==> src/rtl/decoder_seq.sv <==
// 3-to-8 one-hot decoder that holds each accepted code for HOLD cycles, then idles for GAP cycles.
// Optional sticky overrun detector compiled in with `define DECODER_SEQ_OVR_EN.
module decoder_seq #(
  parameter int unsigned HOLD = 4,  // 1..15
  parameter int unsigned GAP  = 1   // 0..15
) (
  input  logic       clk,
  input  logic       rst,
  input  logic [2:0] i,
  input  logic       en,
  input  logic       vld,
  output logic       rdy,
  output logic [7:0] o,
  output logic       busy,
  output logic       ovr
);

  typedef enum logic [1:0] {S_IDLE, S_DRIVE, S_GAP} state_t;

  localparam logic [3:0] HOLD_M1 = 4'(HOLD - 1);
  localparam logic [3:0] GAP_M1  = (GAP > 0) ? 4'(GAP - 1) : 4'd0;

  state_t     state, state_nx;
  logic [3:0] cnt, cnt_nx;
  logic [7:0] o_nx;

  assign rdy = (state == S_IDLE) && en;

  // NOTE: every output of this block gets a default first, so no path can infer a latch.
  always_comb begin
    state_nx = state;
    cnt_nx   = cnt;
    o_nx     = o;
    unique case (state)
      S_IDLE: begin
        if (vld && rdy) begin
          state_nx = S_DRIVE;
          cnt_nx   = HOLD_M1;
          o_nx     = 8'b1 << i;
        end
      end
      S_DRIVE: begin
        if (!en) begin
          state_nx = S_IDLE;
          cnt_nx   = 4'd0;
          o_nx     = 8'h00;
        end else if (cnt == 4'd0) begin
          o_nx = 8'h00;
          if (GAP > 0) begin
            state_nx = S_GAP;
            cnt_nx   = GAP_M1;
          end else begin
            state_nx = S_IDLE;
          end
        end else begin
          cnt_nx = cnt - 4'd1;
        end
      end
      S_GAP: begin
        if (!en || cnt == 4'd0) begin
          state_nx = S_IDLE;
          cnt_nx   = 4'd0;
        end else begin
          cnt_nx = cnt - 4'd1;
        end
        o_nx = 8'h00;
      end
      default: begin
        state_nx = S_IDLE;
        cnt_nx   = 4'd0;
        o_nx     = 8'h00;
      end
    endcase
  end

  // NOTE: sequential state uses non-blocking assignments so all flops update together at the edge.
  // busy is registered from the next state so it never glitches on state decode.
  always_ff @(posedge clk or posedge rst) begin
    if (rst) begin
      state <= S_IDLE;
      cnt   <= 4'd0;
      o     <= 8'h00;
      busy  <= 1'b0;
    end else begin
      state <= state_nx;
      cnt   <= cnt_nx;
      o     <= o_nx;
      busy  <= (state_nx != S_IDLE);
    end
  end

`ifdef DECODER_SEQ_OVR_EN
  always_ff @(posedge clk or posedge rst) begin
    if (rst)                     ovr <= 1'b0;
    else if (vld && en && busy)  ovr <= 1'b1;
  end
`else
  assign ovr = 1'b0;
`endif

endmodule

==> config.mk <==
export PLATFORM = sky130hd
export DESIGN_NAME = decoder_seq
export DESIGN_NICKNAME = d
export VERILOG_FILES = /design/src/rtl/decoder_seq.sv
export SDC_FILE = /design/constraint.sdc
export NUM_CORES = 1
export LEC_CHECK = 0
export BUFFER_PORTS_ARGS = -buffer_cell sky130_fd_sc_hd__buf_2
export CORE_UTILIZATION = 54
export DETAILED_ROUTE_END_ITERATION = 12
export PLACE_DENSITY = 0.8
export SLEW_MARGIN = 20
export SYNTH_ARGS = -nofsm -noshare
export SYNTH_HDL_FRONTEND = slang
export SYNTH_SLANG_ARGS = --single-unit
export TNS_END_PERCENT = 10
==> constraint.sdc <==
create_clock -name clk -period 3.35 [get_ports clk]
set_clock_uncertainty 0.1 [all_clocks]
set_input_delay 0.1675 -clock clk [delete_from_list [all_inputs] [get_ports clk]]
set_output_delay 0.1675 -clock clk [all_outputs]
set_load 0.03 [all_outputs]
-- Word-level counts from Yosys, hierarchy flattened
Index checks and enable logic that the tools add are counted.
- flip-flop bits (word level): 15
- output and inout bits: 11
- eq/ne operators: 4
- add/subtract/negate cells: 1
- muxes and demuxes: 14
- shifts and indexed selects: 1
- reductions and logical operators: 8
- operators by type and width (cell ; count):
    2-to-1 mux 8 bit ; 3
    2-to-1 mux 4 bit ; 4
    one-hot mux 8 bit (2 select lines) ; 1
    one-hot mux 4 bit (3 select lines) ; 1
    2-to-1 mux 2 bit ; 4
    left shift 1 x 3 -> 8 bit (first input constant) ; 1
    one-hot mux 2 bit (3 select lines) ; 1
    logical NOT 4 bit ; 1
    subtractor 4 x 1 -> 4 bit (second input constant) ; 1
    inequality test 3 bit (second input constant) ; 1
    == test 2 x 1 -> 1 bit (second input constant) ; 1
    == test 2 bit (second input constant) ; 1
    logical AND 1 bit ; 2
    logical NOT 2 bit ; 1
    inequality test 2 x 1 -> 1 bit (second input constant) ; 1
    AND reduction 2 bit ; 1
    nonzero test 2 bit ; 1
    logical NOT 1 bit ; 1
    logical OR 1 bit ; 1

-- Depth between registers and ports, before layout
- word-level depth: 6
- depth in mapped cells: 5

-- Worst setup path after synthesis
OpenSTA, ideal clock, no wires.
- kind: reg2reg
- start: reg cnt[0]
- end: reg o[0]
- stages on the path, launching flop included: 6
- clock period less this slack: 1.696 ns
- data required time: 3.129 ns
- arrival: 1.475 ns
- setup time: 0.121 ns
- path slack: 1.654 ns
- path through: dfrtp_1 inv_1 ha_1 or3b_4 a31o_4 a22o_1
- word-level cells in the longest chain between the ends: 3
- RTL lines (item ; line ; text):
    start: declaration ; 24 ; logic [3:0] cnt, cnt_nx;
    start signal: assignment ; 86 ; cnt <= cnt_nx;
    logical NOT 4 bit ; 47 ; end else if (cnt == 4'd0) begin
    inequality test 3 bit (no source line) ; -- ;
    AND reduction 2 bit (no source line) ; -- ;
    end signal: assignment ; 87 ; o <= o_nx;
    end: declaration ; 13 ; output logic [7:0] o,
No other way between the ends.
A chain may end at the register's enable or synchronous reset.

-- Worst setup path after layout
Same ends and word-level chain as after synthesis.

==> summary by stage <==
STA
Timing would allow up to 548 MHz. The total count of hold-check failures in the final report is 0. The headroom to the max-slew limit is 63.1%. The measured slew at the worst slew-check pin is 0.552 ns. The number of max-slew violations in the final report is 0. The final critical path takes up 54.5% of the cycle. Subtracting the final worst setup slack from the clock period gives 1.83 ns.

Setup repair after global routing left no endpoint under its margin. The summed negative setup slack over all endpoints is 0 ns. Setup violations remaining at the end of the flow were counted as 0.

Floorplan
The floorplan step defined a die boundary enclosing approximately 1600 µm². For this configuration, the core starts out at a cell density of 58.6%. The floorplan step defined a core boundary enclosing 1300 µm². From bottom edge to top edge, the die measures 39.6 µm. The die outline width is between 30 and 40 µm. The number of standard-cell rows in the floorplan is 13.

The top-level I/O count is 18.

Clocking
The clock tree root buffer cell is clkbuf_4. The longest clock path from root to sink contains 2 buffers. For the worst-skew pair, the clock arrives at the later sink with an insertion delay of between 0.2 and 0.3 ns.

The clock sink count is 15. The post-cts resize count is 0. The H-tree depth is 1. After clock tree synthesis, the clock-pin slew on the worst setup and hold paths is 0.09 ns. The total CTS buffers is 3. TritonCTS built the clock tree.

Logic synthesis
The number of nets handed over by synthesis was 77. The mean area per synthesized cell is 11.2 µm². The count of synthesis-stage warnings from yosys is 0.

The area of the mapped netlist is 762 µm². The synthesis-stage register bit count is 15. The post-synthesis instance total is 68. The number of distinct library cell variants in the gate-level netlist after synthesis is 27. Summing the sequential cell areas from Yosys gives 49.3% of the chip area.

Critical path
In this run the critical register-to-register path is launched from cnt[0]$_DFFE_PP0P_. The reg-to-reg critical path endpoint is o[0]$_DFFE_PP0P_. Measured in cells, the most critical reg-to-reg path has a length of 5. STA puts the critical path data arrival time at 1.90 ns. The data required time at the worst endpoint is 3.42 ns. The category of the critical setup timing path is flop to flop. The kind of start point of the critical path is a flop. The top fanout value on the critical path is 8. The worst setup path is captured at a flop.

The reg-to-reg setup timing slack is approximately 1.5 ns.

Job
The tool flagged a number of max-cap violations equal to 0.

GRT
The largest net degree at the start of global routing is 16. The first global-routing pass estimated 2.28 mm of wire. The global-route congestion overflow total is 0. The number of global-route vias before repair was 518. Across every metal layer, demand over resource in global routing totals about 23%. The number of antenna violations at the first check in global routing is 0.

Final layout
Compared with the post-synthesis result, the final layout area differs by 14.4%. Leaving out fill and tap cells, the most frequent cell in the layout is buf_2. In the layout the commonest cells are 16 x buf_2, 15 x dfrtp_1, 6 x a22o_1, 5 x nor2b_1. The number of antenna diodes in the final layout is 0. After the last flow step, the layout net total stands at 95. The fraction of layout instances using a drive strength above 1 is 25.9%. The fill cell instance count of the final layout is 116.

Placed design
The placer's final routability congestion estimate is 0.745. The number of buffer cells added on primary ports is 16. The final HPWL from detailed placement is roughly 1.1 mm.

Detailed routing
The final layout contains routed wiring with a total length of 1.46 mm. The routed layout has 596 vias. The detailed router finished its first iteration with 15 violations.

In the final routed layout, each cell accounts on average for 14.6 µm. The post-route DRC violation count is 0. In this run the remaining antenna-violating nets after routing total 0.

The number of iterations in the first detailed-routing pass is 4. Using the TritonRoute via totals, the vias-per-cell ratio works out to 5.96.

Power and ir drop
Across the VDD grid, the largest voltage drop is roughly 0.37 mV. The power density normalized to cell area is 660 nW/µm². The static leakage power is approximately 0.43 nW. Total power for the finished layout comes to roughly 0.58 mW.

Worst hold path
The worst hold path terminates at o[7]$_DFFE_PP0P_. The startpoint identified for the worst hold timing path is i[0]. The worst hold path passes through 2 cells. The class of the tightest hold or removal check is primary input to flop.

Outcome
The run finished with clean final reports.
## final cells by class
type / instances / area [µm²] / area share (%)
clock buffers: 4 / 26.3 / 3.01
multi-input cells: 45 / 347 / 39.7
well taps: 15 / 18.8 / 2.15
flip-flops and latches: 15 / 375 / 43.0
inverters: 4 / 15.0 / 1.72
repair buffers: 17 / 90.1 / 10.3
## worst max-delay path by stage
| stage | startpoint | to | slack (ns) | cells past startpoint |
|---|---|---|---|---|
| 2_1_floorplan | cnt[0]$_DFFE_PP0P_ | o[0]$_DFFE_PP0P_ | 1.65 | 5 |
| 3_5_place_dp | cnt[0]$_DFFE_PP0P_ | o[1]$_DFFE_PP0P_ | 1.57 | 5 |
| 5_1_grt | cnt[0]$_DFFE_PP0P_ | o[0]$_DFFE_PP0P_ | 1.47 | 5 |
| 6_report | cnt[0]$_DFFE_PP0P_ | o[0]$_DFFE_PP0P_ | 1.52 | 5 |
| 3_3_place_gp | cnt[0]$_DFFE_PP0P_ | o[5]$_DFFE_PP0P_ | 1.62 | 5 |
| 4_1_cts | cnt[0]$_DFFE_PP0P_ | o[0]$_DFFE_PP0P_ | 1.53 | 5 |
## cell usage after synthesis
cell type / number / area share [%]
buf_4: 2 / 2.0
o32ai_1: 2 / 2.3
a32o_1: 2 / 2.6
nand3_1: 1 / 0.66
ha_1: 2 / 3.3
or3b_4: 1 / 1.5
xor2_1: 1 / 1.1
conb_1: 1 / 0.49
nor2_1: 3 / 1.5
a32oi_1: 1 / 1.1
o21ai_0: 2 / 1.3
a22o_1: 6 / 6.9
dfrtp_1: 15 / 49
a211oi_2: 1 / 1.6
o41ai_1: 1 / 1.1
o21a_1: 3 / 3.0
or4_1: 1 / 0.99
o31ai_1: 1 / 0.99
nand2_1: 1 / 0.49
nor4bb_1: 1 / 1.3
nor3b_1: 4 / 3.9
and2_1: 1 / 0.82
a21oi_1: 3 / 2.0
buf_2: 2 / 1.3
inv_1: 4 / 2.0
a31o_4: 1 / 2.3
nor2b_1: 5 / 4.1
## cell families (layout without fill, tap and decap cells)
kind of cell / count (synthesis) / in the layout / synth area share (%)
other cells: 1 / 1 / 0.492
compound gates: 23 / 23 / 25.3
flops: 15 / 15 / 49.3
fa+ha+maj: 2 / 2 / 3.28
simple gates: 18 / 18 / 15.3
xor+xnor: 1 / 1 / 1.15
buf+inv: 8 / 25 / 5.25
## critical path: stages, from the launching register on
cell and delay, ns:
dfrtp_1 0.42, inv_1 0.10, ha_1 0.17, or3b_4 0.40
a31o_4 0.28, a22o_1 0.24
## state kept, by name, indices dropped and copies added (netlist names)
signal  flops
busy        1
state       2
cnt         4
o           8
## where the power goes
| part | total [mW] | internal [mW] | switching, mW |
|---|---|---|---|
| clock | 0.104 | 0.0463 | 0.0576 |
| combinational | 0.214 | 0.0950 | 0.119 |
| sequential | 0.257 | 0.214 | 0.0433 |
## stage by stage
| stage | instances | hold WS [ns] | setup WS, ns | util [%] | instance area, µm² |
|---|---|---|---|---|---|
| 2_1_floorplan | 68 | -0.0310 | 1.65 | - | 762 |
| 3_3_place_gp | 95 | 0.136 | 1.62 | 64.2 | 836 |
| 3_5_place_dp | 95 | 0.141 | 1.57 | 64.2 | 836 |
| 4_1_cts | 100 | 0.0891 | 1.53 | 67.0 | 872 |
| 5_1_grt | 100 | 0.101 | 1.47 | 67.0 | 872 |
| 6_report | 100 | 0.0806 | 1.52 | 67.0 | 872 |
## repair_timing
item / 4_1_cts / 5_1_grt
hold endpoints to repair: 15 / 0
hold buffers: 1 / 0
buffers inserted: 0 / 0
## metal layers
layer	vias up	GRT usage, %	wire [µm]
met2	24	34.4	702
met3	7	3.41	71
li1	287	-	-
met5	-	0	0
met4	0	12.9	47
met1	278	29.8	636
Note: power is estimated with default switching activity, not from simulation.
